### src/rtl/wm_phase_timer.sv
// -----------------------------------------------------------------------------
// wm_phase_timer
//
// Times the SOAK / WASH / RINSE / SPIN phases of the washing-machine
// controller. A change of the controller state is detected by comparing it
// against a registered copy (prev_state). Entering a timed phase loads that
// phase's duration. A prescaler divides the clock into timer ticks, and the
// remaining count drops by one on each tick. When the count reaches zero a
// single-cycle sig_Time_Out pulse is sent back to the controller.
//
// Optional feature:
//   WM_TIMER_PAUSE_EN - when defined, an open lid (sig_Lid_Closed=0) freezes
//                       the prescaler and the remaining count of a running
//                       phase. When undefined, sig_Lid_Closed is ignored.
//
// Parameters:
//   PRESCALE     clock cycles per timer tick (1..65535)
//   SOAK_TICKS   SOAK  duration in ticks (8-bit)
//   WASH_TICKS   WASH  duration in ticks (8-bit)
//   RINSE_TICKS  RINSE duration in ticks (8-bit)
//   SPIN_TICKS   SPIN  duration in ticks (8-bit)
//
// Ports:
//   clock           in   system clock; all state changes on the rising edge
//   reset           in   synchronous, active-high reset
//   state[2:0]      in   controller state: 2=SOAK 3=WASH 4=RINSE 5=SPIN,
//                        every other value is untimed
//   sig_Lid_Closed  in   lid sensor, 1=closed (used only with pause enabled)
//   sig_Time_Out    out  registered one-cycle pulse when a timed phase expires
//   remaining[7:0]  out  registered ticks left in the current phase
//   active          out  registered, 1 while remaining is non-zero
// -----------------------------------------------------------------------------
module wm_phase_timer #(
    parameter int unsigned PRESCALE    = 1,
    parameter int unsigned SOAK_TICKS  = 8,
    parameter int unsigned WASH_TICKS  = 16,
    parameter int unsigned RINSE_TICKS = 8,
    parameter int unsigned SPIN_TICKS  = 4
) (
    input  logic       clock,
    input  logic       reset,
    input  logic [2:0] state,
    input  logic       sig_Lid_Closed,
    output logic       sig_Time_Out,
    output logic [7:0] remaining,
    output logic       active
);

    // Controller state codes that carry a duration.
    typedef enum logic [2:0] {
        PH_SOAK  = 3'd2,
        PH_WASH  = 3'd3,
        PH_RINSE = 3'd4,
        PH_SPIN  = 3'd5
    } phase_e;

    localparam logic [15:0] PRESCALE_LAST = 16'(PRESCALE - 1);
    localparam logic [7:0]  SOAK_LOAD     = 8'(SOAK_TICKS);
    localparam logic [7:0]  WASH_LOAD     = 8'(WASH_TICKS);
    localparam logic [7:0]  RINSE_LOAD    = 8'(RINSE_TICKS);
    localparam logic [7:0]  SPIN_LOAD     = 8'(SPIN_TICKS);

    logic [2:0]  prev_state;
    logic [15:0] prescaler;

    logic        phase_entry;
    logic        timed;
    logic [7:0]  load_ticks;
    logic        run;

    logic [15:0] nxt_prescaler;
    logic [7:0]  nxt_remaining;
    logic        nxt_time_out;

    // Counting is allowed only while the lid is closed when pausing is built
    // in; otherwise the lid input has no effect at all.
`ifdef WM_TIMER_PAUSE_EN
    assign run = sig_Lid_Closed;
`else
    logic unused_lid;
    assign unused_lid = sig_Lid_Closed;
    assign run        = 1'b1;
`endif

    assign phase_entry = (state != prev_state);

    // Duration lookup for the incoming controller state.
    always_comb begin
        timed      = 1'b0;
        load_ticks = '0;
        case (state)
            PH_SOAK: begin
                timed      = 1'b1;
                load_ticks = SOAK_LOAD;
            end
            PH_WASH: begin
                timed      = 1'b1;
                load_ticks = WASH_LOAD;
            end
            PH_RINSE: begin
                timed      = 1'b1;
                load_ticks = RINSE_LOAD;
            end
            PH_SPIN: begin
                timed      = 1'b1;
                load_ticks = SPIN_LOAD;
            end
            default: begin
                timed      = 1'b0;
                load_ticks = '0;
            end
        endcase
    end

    // Next-value logic. Phase entry has priority over a tick on the same
    // edge, so a phase change at remaining=1 reloads without pulsing.
    always_comb begin
        nxt_prescaler = prescaler;
        nxt_remaining = remaining;
        nxt_time_out  = 1'b0;

        if (phase_entry) begin
            nxt_prescaler = '0;
            if (timed) begin
                nxt_remaining = load_ticks;
                // A zero-length phase expires immediately on entry.
                nxt_time_out  = (load_ticks == 8'd0);
            end else begin
                nxt_remaining = '0;
            end
        end else if ((remaining != 8'd0) && run) begin
            if (prescaler == PRESCALE_LAST) begin
                nxt_prescaler = '0;
                nxt_remaining = remaining - 8'd1;
                nxt_time_out  = (remaining == 8'd1);
            end else begin
                nxt_prescaler = prescaler + 16'd1;
            end
        end
    end

    // Clearing prev_state on reset makes a timed state that was held across
    // reset look like a fresh entry on the first edge after release.
    always_ff @(posedge clock) begin
        if (reset) begin
            prev_state   <= '0;
            prescaler    <= '0;
            remaining    <= '0;
            sig_Time_Out <= 1'b0;
            active       <= 1'b0;
        end else begin
            prev_state   <= state;
            prescaler    <= nxt_prescaler;
            remaining    <= nxt_remaining;
            sig_Time_Out <= nxt_time_out;
            active       <= (nxt_remaining != 8'd0);
        end
    end

endmodule

### config.mk
export PLATFORM = sky130hd
export DESIGN_NAME = wm_phase_timer
export DESIGN_NICKNAME = d
export VERILOG_FILES = /design/src/rtl/wm_phase_timer.sv
export SDC_FILE = /design/constraint.sdc
export NUM_CORES = 1
export LEC_CHECK = 0
export BUFFER_PORTS_ARGS = -buffer_cell sky130_fd_sc_hd__buf_2
export CAP_MARGIN = 30
export CORE_MARGIN = 2
export CORE_UTILIZATION = 50
export CTS_CLUSTER_SIZE = 24
export DETAILED_ROUTE_END_ITERATION = 6
export PLACE_DENSITY = 0.77
export SYNTH_ARGS = -nofsm -noshare
export SYNTH_HDL_FRONTEND = slang
export SYNTH_SLANG_ARGS = --single-unit
### constraint.sdc
create_clock -name clock -period 2.61 [get_ports clock]
set_input_delay 0 -clock clock [delete_from_list [all_inputs] [get_ports clock]]
set_output_delay 0 -clock clock [all_outputs]
set_load 0.005 [all_outputs]
==> flow_metrics.py <==
metrics = {
    "power_and_ir_drop": {
        "power_uw": 885,
        "powerDensity_nw_per_um2": 519,
        "power_leakage_uw": 0.000684,
        "ir_worst_vdd_mv": 0.239,
    },
    "floorplanning": {
        "dieArea_um2": 3510,
        "rows": 20,
        "ios": 16,
        "initial_utilization": 0.513,
        "chipWidth_um": 59.3,
        "core_area_um2": 2980,
        "fp.dieH_um": 59.3,
    },
    "synth": {
        "synthTopCellsByArea": "dfxtp_1 38%, xor2_1 8.0%, nor2_1 6.4%, xnor2_1 4.6%, ha_1 4.1%",
        "syn_nets": 190,
        "ys.warnings.count": 0,
        "async_flop_share": 0,
        "ys_top_cells_by_count": "29 x dfxtp_1, 26 x nor2_1, 14 x nand2_1, 14 x xor2_1, 9 x nand3_1",
        "synth.largest_area_cell": "dfxtp_1",
        "yosysMostFrequentCell": "dfxtp_1",
        "synth_top_area_share": 0.380,
        "syn_area_um2": 1530,
        "synth_edf_count": 0,
        "ys_ff_latch": 29,
        "seq_area_frac_synth": 0.380,
        "synthFlopType": "dfxtp_1",
        "synth.distinct_cells": 41,
        "synth_cells": 179,
        "postSynthAreaPerCell_um2": 8.53,
    },
    "sta": {
        "min_period_over_period": 0.815,
        "hold_viol": 0,
        "hold-worst-slack_ns": 0.469,
        "worst_pin_slew_ns": 0.625,
        "setup_viol": 0,
        "max_freq_ghz": 0.470,
        "finClkSkew_ns": 0.0141,
        "finalMaxSlewViolations": 0,
        "max_slew_margin": 0.583,
        "rsz0062_at_grt": "false",
        "layout_min_cycle_time_ns": 2.13,
        "tns_ns": 0,
    },
    "flow_run": {
        "max_cap_viol_count": 0,
    },
    "min_path": {
        "hold_class": "input port to register",
    },
    "worst_setup_path": {
        "worstPathArrival_ns": 2.31,
        "r2r_cells": 6,
        "r2r_setup_slack_ns": 0.48,
        "path_class": "register to register",
        "worstSetupEndpoint": "prescaler[2]$_SDFFE_PP0N_",
        "worstReg2RegEnd": "prescaler[2]$_SDFFE_PP0N_",
        "r2r-start": "prescaler[0]$_SDFFE_PP0N_",
        "critPathCaptureType": "register",
        "worstSetupStartpointType": "register",
        "worst-endpoint-required_ns": 2.79,
        "crit_path_max_fanout": 15,
        "startpoint": "prescaler[0]$_SDFFE_PP0N_",
    },
    "layout": {
        "regArea_um2": 581,
        "n_antenna_cell": 0,
        "drive_gt1_frac": 0.136,
        "multiInputGateArea_um2": 902,
        "fin_nets": 210,
        "nFillCells": 270,
        "syn2layout_area_growth_pct": 11.5,
    },
    "grt": {
        "grt_max_degree": 16,
        "antenna_found_initial": 0,
        "grt_pass1_wl_um": 5260,
        "gr-total-overflow": 0,
        "gr-usage-all-layers": 0.205,
        "grt_pass1_vias": 1182,
    },
    "routing": {
        "viasPerCell": 5.62,
        "drcViolationCount": 0,
        "initialDrtViolationCount": 111,
        "wl_per_cell_um": 13.3,
        "finalWirelength_um": 3090,
        "firstDrtPassIters": 4,
        "via_count": 1303,
        "ant_nets": 0,
    },
    "clock_tree": {
        "ctsResizeCount": 0,
        "insertion_delay_ns": 0.33,
        "cts_made_buffers": 5,
        "cts-root-to-sink-buffers": 2,
        "htreeDepth": 2,
        "cts.sinks": 29,
        "cts-root-buf": "clkbuf_4",
        "path_clk_slew_ns": 0.09,
        "tritoncts": "done",
    },
    "placement": {
        "hpwl_um": 2200,
        "gp_congestion": 0.848,
        "io_buffers": 14,
    },
    "outcome": {
        "outcome": "completed",
    },
}
[final cells by class]
class                           instances  area share
Sequential cell                        29       0.341
Inverter                                4     0.00881
Multi-Input combinational cell        141       0.529
Tap cell                               33      0.0242
Timing Repair Buffer                   18      0.0646
Clock buffer                            7      0.0323
[placed cells by master, fill, tap and decap left out, drive strengths merged, types with 3 or more instances in the layout]
| master | instances |
|---|---|
| nand2 | 14 |
| dlygate4sd3 | 4 |
| nor4 | 5 |
| clkbuf | 7 |
| nand4 | 7 |
| and3 | 5 |
| o21ai | 9 |
| buf | 14 |
| xor2 | 14 |
| xnor2 | 8 |
| or3 | 5 |
| nor2 | 27 |
| a21oi | 8 |
| nor3 | 3 |
| dfxtp | 29 |
| inv | 4 |
| nand3 | 9 |
| ha | 5 |
| nor2b | 3 |
[report_power, final]
part | switching, uW | leakage, uW | internal (uW) | total [uW]
Sequential | 12.2 | 0.000235 | 452 | 464
Combinational | 84.0 | 0.000418 | 62.7 | 147
Clock | 147 | 0.0000314 | 127 | 274
Total | 244 | 0.000684 | 642 | 885
[kinds of logic (layout without fill, tap and decap cells)]
kind of cell / after synthesis / count (layout) / share of synthesized area
AOI/OAI and AO/OA: 25 / 25 / 0.0983
xor gates and xnor gates: 22 / 22 / 0.126
adders and majority gates: 5 / 5 / 0.0410
buffers and inverters: 9 / 29 / 0.0295
DFF: 29 / 29 / 0.380
muxes: 1 / 1 / 0.00655
and+or+nand+nor: 88 / 88 / 0.319
[per-stage QoR]
step,std cells,worst slack (ns),cell area [um2],util
6_report,232,0.482,1700,0.572
5_1_grt,232,0.219,1700,0.572
4_1_cts,232,0.489,1700,0.572
3_5_place_dp,221,0.516,1610,0.540
3_3_place_gp,221,0.576,1610,0.540
2_1_floorplan,179,0.824,1530,-
[critical path, cell delays in order, from the launching register on]
cell and delay (ns):
dfxtp_1 0.35, inv_1 0.11, ha_1 0.15, nor4b_2 0.22, nand4_1 0.39, o21ai_2 0.65, nor2_1 0.12
[worst min path at each step]
stage / depth (start not counted) / start / to
finish: 3 / reset / remaining[4]$_SDFF_PP0_
global route: 3 / reset / remaining[4]$_SDFF_PP0_
CTS: 3 / reset / remaining[4]$_SDFF_PP0_
detailed placement: 2 / reset / prev_state[2]$_SDFF_PP0_
global placement: 2 / reset / prev_state[0]$_SDFF_PP0_
floorplan: 1 / state[0] / prev_state[0]$_SDFF_PP0_
[state kept, by name, summed over array words and instances, names as in the netlist]
| signal | cells |
|---|---|
| prescaler | 16 |
| remaining | 8 |
| prev_state | 3 |
| active | 1 |
| sig_Time_Out | 1 |
[timing repair]
action                                 CTS  global route
endpoints found under the hold margin    6             0
setup buffers                            0             0
hold buffers                             4             0
[metal layers]
| metal | routed length, um | track usage | part of all wire |
|---|---|---|---|
| met5 | 0 | 0 | 0 |
| met4 | 31 | 0.0974 | 0.010 |
| met3 | 147 | 0.0786 | 0.048 |
| met2 | 1460 | 0.308 | 0.47 |
| met1 | 1450 | 0.256 | 0.47 |
No activity file was read; power rests on OpenSTA's default activity.
